--- src/rtl/id_pkg.sv ---
// Shared constants for the instruction-decode stage: opcodes, instruction
// field positions and default datapath sizing.
package id_pkg;

   localparam int DW_DEF   = 16;
   localparam int NREG_DEF = 16;

   localparam logic [3:0] OP_NOP  = 4'h0;
   localparam logic [3:0] OP_ADDI = 4'h1;
   localparam logic [3:0] OP_SUB  = 4'h2;
   localparam logic [3:0] OP_AND  = 4'h3;
   localparam logic [3:0] OP_LW   = 4'h4;
   localparam logic [3:0] OP_SW   = 4'h5;
   localparam logic [3:0] OP_BNE  = 4'h6;
   localparam logic [3:0] OP_J    = 4'h7;

   localparam int OP_LSB = 12;
   localparam int F3_LSB = 8;
   localparam int F2_LSB = 4;
   localparam int F1_LSB = 0;

   function automatic logic [3:0] field(input logic [15:0] word, input int lsb);
      return word[lsb +: 4];
   endfunction

endpackage

--- src/rtl/regfile.sv ---
// Two-read / one-write register file with R0 hardwired to zero and a
// same-cycle write-to-read bypass.
module regfile #(
   parameter int DW   = 16,
   parameter int NREG = 16,
   parameter int AW   = $clog2(NREG)
) (
   input  logic          clk,
   input  logic          reset,
   input  logic          wb_en,
   input  logic [AW-1:0] wb_addr,
   input  logic [DW-1:0] wb_data,
   input  logic [AW-1:0] ra_addr,
   input  logic [AW-1:0] rb_addr,
   output logic [DW-1:0] ra_data,
   output logic [DW-1:0] rb_data
);

   logic [DW-1:0] regs [NREG];

   // NOTE: the register array is reset because decode must read zeros
   // after reset; the loop maps onto per-register synchronous clears.
   always_ff @(posedge clk) begin
      if (reset) begin
         for (int i = 0; i < NREG; i++) regs[i] <= '0;
      end else if (wb_en && wb_addr != '0) begin
         regs[wb_addr] <= wb_data;
      end
   end

   // A nonzero read index matching the live write index can only be a
   // genuine write, so the bypass needs no separate R0 check.
   always_comb begin
      ra_data = regs[ra_addr];
      rb_data = regs[rb_addr];
      if (ra_addr == '0)                  ra_data = '0;
      else if (wb_en && wb_addr == ra_addr) ra_data = wb_data;
      if (rb_addr == '0)                  rb_data = '0;
      else if (wb_en && wb_addr == rb_addr) rb_data = wb_data;
   end

endmodule

--- src/rtl/id_stage.sv ---
// Decode stage: latches the fetched word, reads operands, decodes controls,
// resolves bne/j and squashes the single wrong-path slot behind a taken branch.
module id_stage
   import id_pkg::*;
#(
   parameter int DW   = DW_DEF,
   parameter int NREG = NREG_DEF
) (
   input  logic          clk,
   input  logic          reset,
   input  logic [15:0]   IIn,
   output logic          BE,
   output logic [3:0]    BranchADR,
   input  logic          wb_en,
   input  logic [3:0]    wb_addr,
   input  logic [DW-1:0] wb_data,
   output logic          ex_valid,
   output logic [3:0]    ex_op,
   output logic [3:0]    ex_rd,
   output logic [DW-1:0] ex_a,
   output logic [DW-1:0] ex_b,
   output logic [DW-1:0] ex_sdata,
   output logic          ex_regwrite,
   output logic          ex_memread,
   output logic          ex_memwrite,
   output logic          illegal,
   output logic [7:0]    squash_cnt
);

   logic [15:0]   ir;
   logic          vld;
   logic [3:0]    op, f3, f2, f1, rb_sel;
   logic [DW-1:0] ra_data, rb_data, imm;

   assign op  = field(ir, OP_LSB);
   assign f3  = field(ir, F3_LSB);
   assign f2  = field(ir, F2_LSB);
   assign f1  = field(ir, F1_LSB);
   assign imm = {{(DW-4){1'b0}}, f1};

   // Port A always reads f2; port B reads f1 for reg-reg ALU ops, else f3.
   assign rb_sel = (op == OP_SUB || op == OP_AND) ? f1 : f3;

   regfile #(.DW(DW), .NREG(NREG), .AW(4)) u_regfile (
      .clk     (clk),
      .reset   (reset),
      .wb_en   (wb_en),
      .wb_addr (wb_addr),
      .wb_data (wb_data),
      .ra_addr (f2),
      .rb_addr (rb_sel),
      .ra_data (ra_data),
      .rb_data (rb_data)
   );

   // NOTE: every output is given a default before the case so no latch is inferred.
   always_comb begin
      BE          = 1'b0;
      BranchADR   = '0;
      ex_valid    = vld;
      ex_op       = '0;
      ex_rd       = '0;
      ex_a        = '0;
      ex_b        = '0;
      ex_sdata    = '0;
      ex_regwrite = 1'b0;
      ex_memread  = 1'b0;
      ex_memwrite = 1'b0;
      if (vld) begin
         ex_op = op;
         case (op)
            OP_NOP: ;
            OP_ADDI: begin
               ex_rd = f3; ex_a = ra_data; ex_b = imm; ex_regwrite = 1'b1;
            end
            OP_SUB, OP_AND: begin
               ex_rd = f3; ex_a = ra_data; ex_b = rb_data; ex_regwrite = 1'b1;
            end
            OP_LW: begin
               ex_rd = f3; ex_a = ra_data; ex_b = imm;
               ex_memread = 1'b1; ex_regwrite = 1'b1;
            end
            OP_SW: begin
               ex_a = ra_data; ex_b = imm; ex_sdata = rb_data; ex_memwrite = 1'b1;
            end
            OP_BNE: begin
               BE = (rb_data != ra_data); BranchADR = f1;
            end
            OP_J: begin
               BE = 1'b1; BranchADR = f1;
            end
            default: ;
         endcase
      end
   end

   // NOTE: state registers use non-blocking assignments so all of them
   // sample the pre-edge values of BE, vld and op.
   always_ff @(posedge clk) begin
      if (reset) begin
         ir         <= '0;
         vld        <= 1'b0;
         illegal    <= 1'b0;
         squash_cnt <= '0;
      end else begin
         ir  <= IIn;
         vld <= !BE;
         if (vld && op[3])                 illegal    <= 1'b1;
         if (BE && squash_cnt != 8'hFF)    squash_cnt <= squash_cnt + 8'd1;
      end
   end

endmodule

--- config.mk ---
export PLATFORM = sky130hd
export DESIGN_NAME = id_stage
export DESIGN_NICKNAME = d
export VERILOG_FILES = /design/src/rtl/id_pkg.sv /design/src/rtl/regfile.sv /design/src/rtl/id_stage.sv
export SDC_FILE = /design/constraint.sdc
export NUM_CORES = 1
export LEC_CHECK = 0
export ABC_AREA = 1
export CORE_ASPECT_RATIO = 1.5
export CORE_UTILIZATION = 40
export DETAILED_ROUTE_END_ITERATION = 6
export GPL_TIMING_DRIVEN = 0
export PLACE_DENSITY = 0.57
export SYNTH_ARGS = -nofsm -noshare
export SYNTH_HDL_FRONTEND = slang
export SYNTH_SLANG_ARGS = --single-unit
export TNS_END_PERCENT = 100
--- constraint.sdc ---
create_clock -name clk -period 4.2 [get_ports clk]
set_input_delay 1.26 -clock clk [delete_from_list [all_inputs] [get_ports clk]]
set_output_delay 1.26 -clock clk [all_outputs]
set_load 0.02 [all_outputs]
==> results of run 1 <==
==> state kept, by name, indices dropped and copies added, names as in the netlist <==
register / cells
u_regfile.regs: 256
squash_cnt: 8
ex_valid: 1
illegal: 1
ir: 16
==> logic make-up after synthesis <==
kind of cell             count (synthesis)  share of synthesized area (%)
buffers and inverters                  269                          6.896
flip-flops                             282                          51.00
adder cells (fa/ha/maj)                  1                        0.07773
XOR/XNOR                                 7                         0.3809
AO/OA/AOI/OAI                          239                          8.217
other                                    1                        0.02330
AND/OR/NAND/NOR                       1298                          33.41
==> routing by layer <==
| layer | vias up | wire length (um) | track usage [%] |
|---|---|---|---|
| li1 | 7427 | - | - |
| met3 | 463 | 9412 | 10.56 |
| met4 | 2 | 9107 | 37.69 |
| met1 | 8344 | 27850 | 43.92 |
| met5 | - | 14 | 0 |
| met2 | 1253 | 37940 | 64.17 |
==> where the power goes <==
group          internal, W  switching (W)  leakage, nW
combinational     0.000659        0.00138         5.71
clock              0.00190        0.00125        0.551
sequential         0.00322       0.000106         2.66
total              0.00579        0.00273         8.92
==> repair_timing <==
item / 4_1_cts / 5_1_grt
pin swaps: 70 / 87
setup endpoints to repair: 119 / 68
gates resized for setup: 544 / 263
setup buffers: 28 / 42
hold buffers: 0 / 0
cloned: 5 / 4
==> cells in the final DEF (no fill, tap or decap), drive strengths merged <==
cell type and count:
nand2 512, nor2 499, edfxtp 256, nand3 255
buf 185, o21ai 137, clkbuf 123, inv 116
clkdlybuf4s50 57, o22ai 36, a21oi 35, o211ai 28
dfxtp 26, nand4 23, clkinv 18, conb 16
bufinv 9, nor3 4, xor2 4, clkinvlp 3
xnor2 3, o221ai 3, nand3b 2, nor4 2
diode 1, or2 1, ha 1, clkdlybuf4s15 1
==> per-stage QoR <==
stage                     cell area [um2]  utilization (%)
after floorplan                     16150                -
after CTS                           20340            51.45
after detailed placement            17890            45.26
after global placement              17890            45.26
after global routing                21410            54.15
final                               21410            54.15
==> worst paths after layout <==
check,from,cells after the start,to,slack [ns]
setup / recovery,ir[5]$_SDFF_PP0_,13,BE,-0.90
hold / removal,illegal$_SDFFE_PP0P_,2,illegal$_SDFFE_PP0P_,0.49
hold reg to reg,illegal$_SDFFE_PP0P_,2,illegal$_SDFFE_PP0P_,0.49
setup reg to reg,ir[5]$_SDFF_PP0_,17,squash_cnt[0]$_SDFFE_PP0P_,0.54
==> cell type report <==
type	count	area (um2)	area share (%)
flip-flops and latches	282	8215	38.38
multi-input cells	1561	7786	36.37
repair buffers	190	1794	8.382
plain buffers	140	1341	6.266
clock buffers	36	794.5	3.712
well taps	500	625.6	2.923
inverters	125	501.7	2.344
clock inverters	21	344.1	1.607
diodes	1	2.502	0.01169
==> critical path, cell delays in order (launching register included) <==
cell,delay [ns]
dfxtp_2,0.38
clkbuf_2,0.32
o21ai_0,0.15
o211ai_1,0.48
nand3_2,0.35
nand4_1,0.61
nand2_2,0.18
nand3_2,0.11
nand2_1,0.06
nor2_2,0.14
nand2_2,0.08
nor2_4,0.15
a21oi_2,0.09
buf_6,0.14
==> metrics.txt, run 1 <==
status=complete, but fails checks; failing checks=setup timing; Total Wirelength=84330 um; Crit. End Element=output port; Final setup viols=22; Initial Utilization=40.71%; Clock Path Buffers=3; Die Span Y=247.7 um; total design power=between 0.008 and 0.009 W; leading area contributor after synthesis=edfxtp_1; Slew HR=13.29%; clock root cell=clkbuf_16; pin count of the biggest net entering global routing=17; Worst Path Required=2.94 ns; CTS Buf Count=31; Total GRT Usage=40.18%; Final WS setup=-0.9014 ns; Startpoint Class=register; worst skew pair latency=0.61 ns; row cnt=89; Final Max Slew Viols=0; Final #Nets=2371; Netlist cell types=35; Routed Antenna Nets=0; CP arrival=3.84 ns; vias=roughly 17k; mean routed wirelength per cell=29.53 um; I/O Buffers=about 110; Final Hold Fails=0; IO Pins=~110; Die Span X=around 170 um; antenna violations before repair=3; Post-Syn Instances=2097; global-route wire length before repair=roughly 120000 um; YS warnings=0; layout cells sized above 1=between 20% and 30%; top-area cell type share of the netlist area=about 48%; setup tns final=-3.164 ns; Final min period=5.101 ns; top cells by area, synth=edfxtp_1, nand2_1, nor2_1; fmax=0.1960 GHz; fin cells=2856; DRT iter0 DRCs=2519; leak pwr=8.917 nW; Commonest cells post-synth=nand2_1, nor2_1, edfxtp_1; most common cell in the netlist=nand2_1; clk sinks=282; Seq cells post-synth=282; filler cell count=3716; router iterations before antenna repair=6; Mapped Area=0.01609 mm2; Least-Margin Pin Slew=~1.3 ns; peak supply drop=0.3166 mV; CTS tree=done; Post-DP HPWL=58110 um; final clock skew=about 0.016 ns; Placeable Area=0.03953 mm2; Max-cap violations=0; post-synthesis average cell area=7.675 um2; asr flop ratio synth=0%; power per cell area=397.8 mW/mm2; Post-synth EDFFs=256; Setup CP Type=register to output port; post-route clock period utilization=121.5%; CP Max Fanout=10; Min-Delay Path Class=register to register; vias in the first global route=16.54k; DP Worst Slack=-1.880 ns; dpl cells=2723; RSZ-0062 raised after global routing=yes; GP Congestion=1.081; gr ovfl total=0; Syn-to-layout area delta=33.00%; dominant synthesized flop cell=edfxtp_1; register area share after synthesis=51.00%; vias per cell=6.124; Die Area=approximately 0.04 mm2; Clk pin slew, worst setup/hold paths=approximately 0.060 ns; WHS=0.4861 ns; drt drc=0; H-tree levels=1
(Power assumes the default switching activity.)
==> inputs of run 2 (changes only) <==
--- a/config.mk
+++ b/config.mk
@@ -7,6 +7,7 @@
 export LEC_CHECK = 0
 export ABC_AREA = 1
 export CORE_ASPECT_RATIO = 1.5
+export CORE_MARGIN = 2
 export CORE_UTILIZATION = 40
 export DETAILED_ROUTE_END_ITERATION = 6
 export GPL_TIMING_DRIVEN = 0
==> metrics.txt, run 2 (synthesis gave the netlist of run 1 again) <==
Worst Path Required=2.94 ns (about the same); vias=17.55k (+0.35%); flop2flop setup slack=0.64 ns (+0.10 ns); leak pwr=9.349 nW (+4.8%); min-delay src=illegal$_SDFFE_PP0P_; vias per cell=6.069 (-0.89%); Top Registers=u_regfile.regs: 256 flops, ir: 16 flops, squash_cnt: 8 flops; Die Span Y=249.7 um (+0.81%); most frequent cells in the layout=nor2_1, nand2_1, edfxtp_1, nand3_1, o21ai_0; Crit. End Element=output port; DP Worst Slack=-1.940 ns (-0.05971 ns); worst skew pair latency=0.63 ns (+0.02 ns); filler cell count=3646 (-1.9%); gr ovfl total=0 (unchanged); status=complete, but fails checks; CTS Buf Count=29 (-6.5%); Min-Delay Path Class=register to register; RSZ-0062 raised after global routing=yes; reg-to-reg startpoint=ir[4]$_SDFF_PP0_; Total Wirelength=88430 um (+4.9%); CP Max Fanout=8 (-2); Biggest register=u_regfile.regs; fin area=0.02274 mm2 (+6.2%); Hold Crit Depth=2 (unchanged); Initial Utilization=40.26% (-0.45 points); Total GRT Usage=40.74% (+0.56 points); Slew HR=13.25% (-0.038 points); failing checks=setup timing; Final #Nets=2401 (+1.3%); Routed Antenna Nets=0 (unchanged); H-tree levels=1 (unchanged); Clk pin slew, worst setup/hold paths=0.06 ns (about the same); Final WS setup=-0.7288 ns (+0.1726 ns); peak supply drop=0.3841 mV (+21%); max reg flops=256 (unchanged); Die Span X=167.8 um (+1.2%); DRT iter0 DRCs=2437 (-3.3%); Final Max Slew Viols=0 (unchanged); row cnt=90 (+1.1%); r2r worst-path depth=21 (+4); final clock skew=0.02545 ns (+0.009805 ns); pin count of the biggest net entering global routing=17 (unchanged); Max-cap violations=0 (unchanged); global-route wire length before repair=120000 um (+3.0%); Worst Hold End=illegal$_SDFFE_PP0P_; Final Hold Fails=0 (unchanged); layout cells sized above 1=26.09% (+5.1 points); final core occ=56.89% (+2.7 points); Syn-to-layout area delta=41.30%; Placeable Area=0.03998 mm2 (+1.1%); Final min period=4.929 ns (-0.1726 ns); placed cell area=0.01790 mm2 (about the same); clk sinks=282 (unchanged); vias in the first global route=16.65k (+0.63%); Least-Margin Pin Slew=1.301 ns (+0.0005637 ns); IO Pins=113 (unchanged); Final setup viols=34 (+55%); mean routed wirelength per cell=30.58 um (+3.6%); Startpoint Class=register; clock root cell=clkbuf_16; multi-input logic area=0.008513 mm2 (+9.3%); worst r2r dst=squash_cnt[0]$_SDFFE_PP0P_; drt drc=0 (unchanged); I/O Buffers=111 (unchanged); post-route clock period utilization=117.4% (-4.1 points); Die Area=0.04189 mm2 (+2.0%); Setup CP Type=register to output port; fmax=0.2029 GHz (+3.5%); sequential cell area=0.008218 mm2 (about the same); router iterations before antenna repair=6 (unchanged); antenna violations before repair=3 (unchanged); power per cell area=376.1 mW/mm2 (-5.4%); most common cell after layout, fill and taps aside=nor2_1; CTS tree=done; GP Congestion=1.039 (-3.9%); Clock Path Buffers=3 (unchanged); CP arrival=3.67 ns (-0.17 ns); Post-DP HPWL=61510 um (+5.9%)
## run 2: changes by cell type in the layout (fill, tap and decap cells not counted), moves of 20 or more
cell	before	now
buf_6	32	73
nor2_1	473	451
nand2_4	16	38
nand2_1	439	394
nor2_4	11	33
nand3_1	190	162
nand2_2	53	73
buf_4	101	75
## run 2: how the worst max path moves through the flow
stage               end              from  cells past startpoint  slack, ns
CTS                  BE  ir[4]$_SDFF_PP0_                     16      -0.56
finish               BE  ir[4]$_SDFF_PP0_                     16      -0.73
global route         BE  ir[4]$_SDFF_PP0_                     18      -0.71
floorplan            BE        wb_addr[2]                     14       0.07
detailed placement   BE        wb_addr[1]                     15      -1.94
global placement     BE        wb_addr[3]                     16      -1.94
## run 2: metal layers
metal | vias to the layer above | GRT usage (%) | wire [um]
met5 | - | 0 | 0
met4 | 0 | 29.91 | 9210
met3 | 441 | 8.817 | 8261
met2 | 1161 | 68.34 | 41360
met1 | 8450 | 45.45 | 29590
li1 | 7499 | - | -
## run 2: final cells by class
cell class	instances	area share [%]
Multi-Input combinational cell	1561	37.43
Sequential cell	282	36.14
Timing Repair Buffer	220	10.33
Buffer	142	6.542
Clock buffer	32	3.241
Tap cell	506	2.784
Inverter	125	2.256
Clock inverter	22	1.260
Antenna cell	2	0.02201
## run 2: critical path, stage by stage, from the launching register on
cell	delay (ns)
dfxtp_4	0.37
buf_12	0.15
clkinv_8	0.05
buf_8	0.12
clkbuf_16	0.16
nor2_4	0.03
o211ai_1	0.71
nand3_1	0.15
nand4_1	0.34
nand3_2	0.20
nand3_2	0.10
nand2_1	0.07
nor2_1	0.13
nand2_1	0.11
nor2_4	0.15
a21oi_2	0.08
buf_6	0.13
## run 2: power breakdown
part | switching (W) | internal (W)
clock network | 0.00127 | 0.00165
logic | 0.00151 | 0.000801
registers | 0.000109 | 0.00322
total | 0.00288 | 0.00567
## run 2: per-stage QoR
step | std cells | power, W | setup TNS [ns] | hold WS [ns]
final | 2892 | 0.008554 | -5.109 | 0.4708
after global routing | 2891 | 0.008709 | -6.418 | 0.5271
after global placement | 2729 | 0.004901 | -158.24 | 0.4552
after detailed placement | 2729 | 0.004908 | -162.21 | 0.4618
after CTS | 2842 | 0.008068 | -1.956 | 0.4764
after floorplan | 2112 | 0.004180 | 0 | 0.5555
## run 2: what timing repair did
item                                    4_1_cts  5_1_grt
setup buffers                                52       52
resized for setup                           621      436
hold buffers                                  0        0
pin swaps                                    63      109
endpoints found under the setup margin      115       79
gates cloned                                  7        6
